--- config.mk ---
export PLATFORM = sky130hd
export DESIGN_NAME = spi_target_flat
export DESIGN_NICKNAME = d
export VERILOG_FILES = /design/src/rtl/spi_target_if.sv /design/src/rtl/spi_target.sv /design/src/flat_wrapper.sv
export SDC_FILE = /design/constraint.sdc
export NUM_CORES = 1
export LEC_CHECK = 0
export ABC_CLOCK_PERIOD_IN_PS = 1700
export BUFFER_PORTS_ARGS = -buffer_cell sky130_fd_sc_hd__buf_2
export CORE_UTILIZATION = 56
export CTS_CLUSTER_SIZE = 25
export DETAILED_ROUTE_END_ITERATION = 16
export GPL_ROUTABILITY_DRIVEN = 0
export GPL_TIMING_DRIVEN = 1
export PLACE_DENSITY_LB_ADDON = 0.3
export SLEW_MARGIN = 20
export SYNTH_ARGS = -nofsm -noshare
export SYNTH_HDL_FRONTEND = slang
export SYNTH_SLANG_ARGS = --single-unit
--- constraint.sdc ---
create_clock -name CLK1 -period 1.7 [get_ports CLK1]
set_clock_uncertainty 0.05 [all_clocks]
set_input_delay 0.34 -clock CLK1 [delete_from_list [all_inputs] [get_ports CLK1]]
set_output_delay 0.34 -clock CLK1 [all_outputs]
set_load 0.02 [all_outputs]
--- src/rtl/spi_target_if.sv ---
// Bus bundle for spi_target: SPI pins plus the byte-wide transmit/receive handshakes.
// The slave modport is the target engine's view; master is the controller/fabric view.
interface spi_target_if;
  logic       spi_ss_n;
  logic       spi_sck;
  logic       spi_sdi;
  logic       spi_sdo;
  logic       spi_sdo_en;
  logic [7:0] tx_data;
  logic       tx_valid;
  logic       tx_ready;
  logic [7:0] rx_data;
  logic       rx_valid;
  logic       rx_ack;
  logic       rx_overrun;
  logic       busy;

  modport slave (
    input  spi_ss_n,
    input  spi_sck,
    input  spi_sdi,
    input  tx_data,
    input  tx_valid,
    input  rx_ack,
    output spi_sdo,
    output spi_sdo_en,
    output tx_ready,
    output rx_data,
    output rx_valid,
    output rx_overrun,
    output busy
  );

  modport master (
    output spi_ss_n,
    output spi_sck,
    output spi_sdi,
    output tx_data,
    output tx_valid,
    output rx_ack,
    input  spi_sdo,
    input  spi_sdo_en,
    input  tx_ready,
    input  rx_data,
    input  rx_valid,
    input  rx_overrun,
    input  busy
  );
endinterface

--- src/rtl/spi_target.sv ---
// SPI target engine, mode 0, MSB first. SPI pins are oversampled in the CLK1 domain;
// one-byte transmit holding register and a receive register with valid/ack handshakes.
module spi_target #(
  parameter logic [7:0] FILL = 8'hFF
) (
  input  logic        CLK1,
  input  logic        RESET,
  spi_target_if.slave bus
);

  typedef enum logic {StIdle, StShift} state_e;

  // Synchronisers: 2 flops plus a history flop for edge detection.
  logic       ss_meta_q, ss_sync_q, ss_hist_q;
  logic       sck_meta_q, sck_sync_q, sck_hist_q;
  logic       sdi_meta_q, sdi_sync_q;
  // Marks which synchroniser stages hold real samples rather than reset values.
  logic [2:0] vld_q;

  always_ff @(posedge CLK1 or posedge RESET) begin
    if (RESET) begin
      ss_meta_q  <= 1'b1;
      ss_sync_q  <= 1'b1;
      ss_hist_q  <= 1'b1;
      sck_meta_q <= 1'b0;
      sck_sync_q <= 1'b0;
      sck_hist_q <= 1'b0;
      sdi_meta_q <= 1'b0;
      sdi_sync_q <= 1'b0;
      vld_q      <= 3'b000;
    end else begin
      ss_meta_q  <= bus.spi_ss_n;
      ss_sync_q  <= ss_meta_q;
      ss_hist_q  <= ss_sync_q;
      sck_meta_q <= bus.spi_sck;
      sck_sync_q <= sck_meta_q;
      sck_hist_q <= sck_sync_q;
      sdi_meta_q <= bus.spi_sdi;
      sdi_sync_q <= sdi_meta_q;
      vld_q      <= {vld_q[1:0], 1'b1};
    end
  end

  logic ss_fall, ss_rise, sck_rise, sck_fall;
  assign ss_fall  = ss_hist_q & ~ss_sync_q;
  assign ss_rise  = ~ss_hist_q & ss_sync_q;
  assign sck_rise = ~sck_hist_q & sck_sync_q;
  assign sck_fall = sck_hist_q & ~sck_sync_q;

  state_e     state_q, state_d;
  logic       armed_q, armed_d;
  logic [2:0] cnt_q, cnt_d;
  logic [6:0] rx_sr_q, rx_sr_d;
  logic [6:0] tx_sr_q, tx_sr_d;
  logic       sdo_q, sdo_d;
  logic [7:0] tx_hold_q, tx_hold_d;
  logic       tx_full_q, tx_full_d;
  logic [7:0] rx_data_q, rx_data_d;
  logic       rx_valid_q, rx_valid_d;
  logic       rx_overrun_q, rx_overrun_d;
  logic [7:0] next_byte;

  assign next_byte = tx_full_q ? tx_hold_q : FILL;

  always_ff @(posedge CLK1 or posedge RESET) begin
    if (RESET) begin
      state_q      <= StIdle;
      armed_q      <= 1'b0;
      cnt_q        <= 3'd0;
      rx_sr_q      <= 7'd0;
      tx_sr_q      <= 7'd0;
      sdo_q        <= 1'b1;
      tx_hold_q    <= 8'd0;
      tx_full_q    <= 1'b0;
      rx_data_q    <= 8'd0;
      rx_valid_q   <= 1'b0;
      rx_overrun_q <= 1'b0;
    end else begin
      state_q      <= state_d;
      armed_q      <= armed_d;
      cnt_q        <= cnt_d;
      rx_sr_q      <= rx_sr_d;
      tx_sr_q      <= tx_sr_d;
      sdo_q        <= sdo_d;
      tx_hold_q    <= tx_hold_d;
      tx_full_q    <= tx_full_d;
      rx_data_q    <= rx_data_d;
      rx_valid_q   <= rx_valid_d;
      rx_overrun_q <= rx_overrun_d;
    end
  end

  always_comb begin
    state_d      = state_q;
    armed_d      = armed_q;
    cnt_d        = cnt_q;
    rx_sr_d      = rx_sr_q;
    tx_sr_d      = tx_sr_q;
    sdo_d        = sdo_q;
    tx_hold_d    = tx_hold_q;
    tx_full_d    = tx_full_q;
    rx_data_d    = rx_data_q;
    rx_valid_d   = rx_valid_q;
    rx_overrun_d = rx_overrun_q;

    // A select only counts once SS has been seen genuinely high after reset.
    if (vld_q[2] && ss_hist_q) begin
      armed_d = 1'b1;
    end

    if (bus.rx_ack) begin
      rx_valid_d   = 1'b0;
      rx_overrun_d = 1'b0;
    end

    case (state_q)
      StIdle: begin
        if (ss_fall && armed_q) begin
          state_d   = StShift;
          cnt_d     = 3'd0;
          tx_sr_d   = next_byte[6:0];
          sdo_d     = next_byte[7];
          tx_full_d = 1'b0;
        end
      end
      StShift: begin
        if (ss_rise) begin
          state_d = StIdle;
          cnt_d   = 3'd0;
        end else if (sck_rise) begin
          rx_sr_d = {rx_sr_q[5:0], sdi_sync_q};
          cnt_d   = cnt_q + 3'd1;
          if (cnt_q == 3'd7) begin
            rx_data_d  = {rx_sr_q, sdi_sync_q};
            rx_valid_d = 1'b1;
            // A same-cycle ack consumed the old byte, so that is not an overrun.
            if (rx_valid_q && !bus.rx_ack) begin
              rx_overrun_d = 1'b1;
            end
          end
        end else if (sck_fall) begin
          if (cnt_q != 3'd0) begin
            sdo_d   = tx_sr_q[6];
            tx_sr_d = {tx_sr_q[5:0], 1'b0};
          end else begin
            tx_sr_d   = next_byte[6:0];
            sdo_d     = next_byte[7];
            tx_full_d = 1'b0;
          end
        end
      end
      default: state_d = StIdle;
    endcase

    // Only accepted while empty, so it can never collide with a load above.
    if (bus.tx_valid && !tx_full_q) begin
      tx_hold_d = bus.tx_data;
      tx_full_d = 1'b1;
    end
  end

  assign bus.spi_sdo    = sdo_q;
  assign bus.spi_sdo_en = (state_q == StShift);
  assign bus.tx_ready   = ~tx_full_q;
  assign bus.rx_data    = rx_data_q;
  assign bus.rx_valid   = rx_valid_q;
  assign bus.rx_overrun = rx_overrun_q;
  assign bus.busy       = (state_q == StShift) && (cnt_q != 3'd0);

endmodule

--- src/flat_wrapper.sv ---
// flat-port wrapper written by rule: the top's interface ports become plain ports
module spi_target_flat 
#(
  parameter logic [7:0] FILL = 8'hFF
)
  (CLK1, RESET, bus_spi_ss_n, bus_spi_sck, bus_spi_sdi, bus_tx_data, bus_tx_valid, bus_rx_ack, bus_spi_sdo, bus_spi_sdo_en, bus_tx_ready, bus_rx_data, bus_rx_valid, bus_rx_overrun, bus_busy);
  spi_target_if bus_i ();
  input  logic CLK1;
  input  logic RESET;
  input wire logic [$bits(bus_i.spi_ss_n)-1:0] bus_spi_ss_n;
  input wire logic [$bits(bus_i.spi_sck)-1:0] bus_spi_sck;
  input wire logic [$bits(bus_i.spi_sdi)-1:0] bus_spi_sdi;
  input wire logic [$bits(bus_i.tx_data)-1:0] bus_tx_data;
  input wire logic [$bits(bus_i.tx_valid)-1:0] bus_tx_valid;
  input wire logic [$bits(bus_i.rx_ack)-1:0] bus_rx_ack;
  output wire logic [$bits(bus_i.spi_sdo)-1:0] bus_spi_sdo;
  output wire logic [$bits(bus_i.spi_sdo_en)-1:0] bus_spi_sdo_en;
  output wire logic [$bits(bus_i.tx_ready)-1:0] bus_tx_ready;
  output wire logic [$bits(bus_i.rx_data)-1:0] bus_rx_data;
  output wire logic [$bits(bus_i.rx_valid)-1:0] bus_rx_valid;
  output wire logic [$bits(bus_i.rx_overrun)-1:0] bus_rx_overrun;
  output wire logic [$bits(bus_i.busy)-1:0] bus_busy;
  assign bus_i.spi_ss_n = bus_spi_ss_n;
  assign bus_i.spi_sck = bus_spi_sck;
  assign bus_i.spi_sdi = bus_spi_sdi;
  assign bus_i.tx_data = bus_tx_data;
  assign bus_i.tx_valid = bus_tx_valid;
  assign bus_i.rx_ack = bus_rx_ack;
  assign bus_spi_sdo = bus_i.spi_sdo;
  assign bus_spi_sdo_en = bus_i.spi_sdo_en;
  assign bus_tx_ready = bus_i.tx_ready;
  assign bus_rx_data = bus_i.rx_data;
  assign bus_rx_valid = bus_i.rx_valid;
  assign bus_rx_overrun = bus_i.rx_overrun;
  assign bus_busy = bus_i.busy;
  spi_target #(.FILL(FILL)) u_core (.CLK1(CLK1), .RESET(RESET), .bus(bus_i));
endmodule
---- Yosys cells after proc, flatten, opt, wreduce, memory -nomap -nowiden ----
Cells that the tools add are included.
word-level totals
  bits in registers ....................... 50
  bits of input ports ..................... 15
  output and inout bits ................... 14
  word-level logic and storage cells ...... 94
cells by class
  add/sub/neg operators ................... 1
  equality and inequality tests ........... 11
  mux-type cells .......................... 38
  bitwise operators ....................... 11
  reduce and logical (&&, ||, !) cells .... 13
operator list
  operator                                        number
  two-way mux 7 bit                               5
  two-way mux 1 bit                               24
  one-hot mux 7 bit (2 select lines)              1
  two-way mux 3 bit                               3
  != test 3 bit (second input constant)           3
  two-way mux 8 bit                               1
  AND reduction 4 bit                             2
  inverter 1 bit                                  7
  != test 3 x 1 -> 1 bit (second input constant)  2
  one-hot mux 1 bit (2 select lines)              3
  one-hot mux 3 bit (2 select lines)              1
  logical AND 1 bit                               5
  AND reduction 5 bit                             1
  bitwise AND 1 bit                               4
  != test 2 x 1 -> 1 bit (second input constant)  2
  != test 2 bit (second input constant)           2
  adder 3 x 1 -> 3 bit (second input constant)    1
  == test 3 bit (second input constant)           1
  != test 3 x 2 -> 1 bit (second input constant)  1
  AND reduction 3 bit                             1
  nonzero test 3 bit                              1
  logical NOT 1 bit                               2
  AND reduction 2 bit                             1

---- Logic depth before layout (Yosys ltp) ----
  depth after elaboration ................. 7
  depth in mapped cells ................... 7
  depth with buffers taken out ............ 5

---- Worst setup path before layout ----
OpenSTA, ideal clock, no wires.
  path kind ............................... register to output
  start point ............................. reg u_core.state_q (netlist: u_core.bus.spi_sdo_en)
  end point ............................... out bus_busy
  arrival ................................. 1.223 ns
  required time ........................... 1.310 ns
  setup slack ............................. 0.087 ns
  cell stages (with the launch flop) ...... 5
  buffers on the path ..................... 3
  cells stage by stage .................... dfrtp_1 > buf_4 > buf_2 > buf_2 > and2_1
between the ends
  word-level cells in the longest chain between the ends .. 1
ends and longest elaborated chain
  what                      line                source
  start: declaration        spi_target.sv:50    state_e state_q, state_d;
  start signal: assignment  spi_target.sv:67    state_q <= StIdle;
  start signal: assignment  spi_target.sv:79    state_q <= state_d;
  logical AND 1 bit         spi_target.sv:168   assign bus.busy = (state_q == StShift) && (cnt_q != 3'd0);
  end: declaration          flat_wrapper.sv:22  output wire logic [$bits(bus_i.busy)-1:0] bus_busy;
No other way between the ends.

---- Worst setup path in the final report ----
  start point ............................. reg u_core.cnt_q[1]
  end point ............................... out bus_busy
between the ends
  word-level cells in the longest chain between the ends .. 2
ends and longest elaborated chain
  what                      line               source
  start: declaration        spi_target.sv:52   logic [2:0] cnt_q, cnt_d;
  start signal: assignment  spi_target.sv:81   cnt_q <= cnt_d;
  nonzero test 3 bit        spi_target.sv:168
  logical AND 1 bit         spi_target.sv:168
No other way between the ends.

==> results.rst <==
.. list-table::
   :header-rows: 1

   * - Metric
     - Value
   * - Wire length of the first global-routing pass
     - 6361 µm
   * - Clock tree root driver cell
     - sky130_fd_sc_hd__clkbuf_8
   * - Aggregate global routing overflow
     - 0
   * - Die W
     - approximately 63 µm
   * - Starting DRT DRC Count
     - around 160
   * - Antenna Nets Post-Route
     - 0
   * - Diode insertion count for antenna repair
     - 0
   * - Core occupancy in the finished layout
     - between 70 and 80%
   * - Final WL
     - about 3800 µm
   * - Logic pwr share
     - 27.7%
   * - Clock group share of total power
     - a little under a quarter
   * - Number of cells produced by synthesis
     - ~150
   * - Syn Area/Cell
     - 13.62 µm²
   * - Data arrival time of the worst path
     - around 1300 ps
   * - Remaining routing DRC violations
     - 0
   * - Most common library cell in the layout ignoring fill and taps
     - sky130_fd_sc_hd__dfrtp_1
   * - Startpoint of the most critical register-to-register path
     - u_core.cnt_q[1]$_DFFE_PP0P_
   * - Maximum root-to-sink buffer count
     - 2
   * - Accumulated negative setup slack
     - 0 ps
   * - Average wire per cell in the routed design
     - about 16 µm
   * - Full die area
     - about 0.0040 mm²
   * - TritonCTS clock tree
     - done
   * - Share of layout cells above drive strength 1
     - a little under half
   * - Post-synthesis cell type count
     - 32
   * - Fraction of synthesized cell area taken by the top area cell type
     - 55.22%
   * - Worst setup path class
     - flop to output port
   * - Total of buffers placed on input and output ports
     - 28
   * - Total via count in the routed design
     - 1,370
   * - Die Span Y
     - between 60 and 70 µm
   * - Largest cells by area after synthesis
     - sky130_fd_sc_hd__dfrtp_1, sky130_fd_sc_hd__mux2_2, sky130_fd_sc_hd__dfstp_2, sky130_fd_sc_hd__a311oi_1, sky130_fd_sc_hd__o2bb2ai_1
   * - Kind of end point of the critical path
     - output port
   * - Number of cell rows
     - 21
   * - Summed instance area of the synthesized netlist
     - 0.002084 mm²
   * - Sw power
     - around 0.99 mW
   * - Starting density of the core
     - roughly three fifths
   * - Hold buffers post-CTS
     - 0
   * - Post-CTS clock slew at the launch and capture registers of the worst setup and hold paths
     - around 90 ps
   * - HPWL after DPL
     - around 2500 µm
   * - Proportion of total power due to net switching
     - approximately 29%
   * - Core Region
     - 0.003442 mm²
   * - Placement Cell Area
     - 0.002301 mm²
   * - Iteration count of the initial detailed-routing pass
     - 4
   * - Overall Global Routing Usage
     - approximately a fifth
   * - H-tree depth
     - 2
   * - Post-placement cell count
     - approximately 230
   * - Outcome
     - finished, final reports clean
   * - Worst Hold Class
     - input port to asynchronous set/reset pin
   * - Syn nets
     - approximately 170
   * - VDD IR-drop max
     - around 0.00066 V
   * - Yosys synthesis warning count
     - 0
   * - Final period utilization
     - between 90% and 100%
   * - Seq cells post-synth
     - 50
   * - Number of global-route vias before repair
     - between 1,000 and 1,500
   * - Final non-filler cell area
     - approximately 0.0025 mm²
   * - Number of max-slew violations in the final report
     - 0
   * - Final hold slack
     - between 10 and 15 ps
   * - Crit path launch
     - u_core.cnt_q[1]$_DFFE_PP0P_
   * - Leakage power summed over all cells
     - 1.167 nW
   * - CP Launch Type
     - flop
   * - Vias/cell
     - about 5.7
   * - Net count, final
     - 211
   * - Initial antenna violation count
     - 0
   * - Critical Path RT
     - between 1000 and 1500 ps
   * - Number of standard cells in the layout, taps in and fillers out
     - 240
   * - I/O pin total
     - 29
   * - Cell area power density
     - 1352 mW/mm²
   * - Proportion of power drawn by flip-flops and latches
     - roughly half
   * - Internal power consumption
     - 2.406 mW
   * - Number of clock sinks
     - 50
   * - Max FO, Critical Path
     - 2
   * - Final-report setup violation count
     - 0
   * - Leading cell types in the layout, fill and taps excluded
     - sky130_fd_sc_hd__dfrtp_1, sky130_fd_sc_hd__buf_2, sky130_fd_sc_hd__mux2_2
   * - # Max-Cap Violations
     - 0
   * - Top cell type by total area after synthesis
     - sky130_fd_sc_hd__dfrtp_1
   * - Clock latency at the later pin of the worst-skew pair
     - 300 ps
   * - Clock buffer count from CTS
     - 5
   * - Area growth from synthesis to layout
     - 20.35%
   * - Max frequency
     - about 600 MHz
   * - Maximum number of pins on one net before global-route repair
     - 51
   * - Number of hold-slack violations in the final timing report
     - 0
   * - Sequential element share of the synthesized area
     - about three fifths
   * - Post-layout min period
     - 1684 ps
[state kept, by name (all words and copies together) (netlist names)]
register,flops
u_core.sdi_sync_q,1
u_core.rx_sr_q,7
u_core.bus.rx_valid,1
u_core.armed_q,1
u_core.bus.spi_sdo_en,1
u_core.sck_sync_q,1
u_core.cnt_q,3
u_core.sck_hist_q,1
u_core.tx_full_q,1
u_core.ss_meta_q,1
u_core.ss_hist_q,1
u_core.tx_sr_q,7
u_core.sdi_meta_q,1
u_core.bus.rx_overrun,1
u_core.tx_hold_q,8
u_core.vld_q,3
u_core.bus.spi_sdo,1
u_core.bus.rx_data,8
u_core.ss_sync_q,1
u_core.sck_meta_q,1
[kinds of logic after synthesis]
family	synth area share, %
and+or+nand+nor	8.643
DFF	60.26
other	0.1799
adders and majority gates	1.801
muxes	13.15
AOI/OAI and AO/OA	11.94
buffers and inverters	4.021
[metrics by stage]
stage	setup WS [ps]	total power [mW]
final	16.26	3.392
after global routing	-26.96	3.583
after detailed placement	17.87	2.498
after floorplan	87.38	2.263
after CTS	2.115	3.347
after global placement	76.75	2.440
[area by class of cell]
type / instances / area [µm²]
sequential: 50 / 1256
clock buffer: 8 / 110.1
tap: 46 / 57.56
timing repair buffer: 44 / 286.5
multi-input combinational: 86 / 775.7
inverter: 6 / 22.52
fill: 220 / 933.4
[final timing paths]
path / end / slack, ps / cells after the start
max: bus_busy / 20 / 5
min reg2reg: u_core.sdi_sync_q$_DFF_PP0_ / 290 / 0
min: u_core.tx_sr_q[6]$_DFFE_PP0P_ / 10 / 3
max reg2reg: u_core.tx_sr_q[0]$_DFFE_PP0P_ / 40 / 9
min in group CLK1: u_core.ss_meta_q$_DFF_PP1_ / 80 / 1
max in group asynchronous: u_core.ss_meta_q$_DFF_PP1_ / 1310 / 3
[power groups by stage]
| stage | sequential (mW) | clock (mW) | combinational, mW |
|---|---|---|---|
| final | 1.67 | 0.781 | 0.939 |
| after global routing | 1.71 | 0.846 | 1.02 |
| after CTS | 1.67 | 0.794 | 0.884 |
| after detailed placement | 1.69 | 0 | 0.807 |
| after global placement | 1.68 | 0 | 0.760 |
| after floorplan | 1.65 | 0 | 0.611 |
[cell usage after synthesis (all sizes together)]
cell      n
a21boi    1
a21o      2
a2bb2oi   1
a311oi    7
a31o      1
a31oi     7
and2      1
and2b     1
and4bb    1
buf      10
clkbuf    1
conb      1
dfrtp    46
dfstp     4
ha        3
inv       6
mux2     24
nand2     3
nand2b    4
nand3     8
nand4     5
nor2      1
nor2b     3
o21ai     1
o22ai     1
o2bb2ai   7
o31ai     3
[routing by layer]
layer  routed length [µm]  GRT usage [%]  vias to the layer above
met2                 2037          35.35                       37
met5                    0              0                        -
li1                     -              -                      637
met1                 1547          24.57                      689
met3                  163          5.474                        7
met4                   66          8.721                        0
[critical path: stages, from the launching register on]
cell and delay [ps]:
sky130_fd_sc_hd__dfrtp_1 410, sky130_fd_sc_hd__inv_2 90, sky130_fd_sc_hd__ha_4 150, sky130_fd_sc_hd__nand2b_4 60
sky130_fd_sc_hd__and2_4 160, sky130_fd_sc_hd__buf_6 120
[timing repair]
item,in CTS,in global routing
setup endpoints to repair,13,9
pin swaps,0,3
gates resized for setup,7,5
buffers inserted,7,0
No activity file was read; power rests on OpenSTA's default activity.
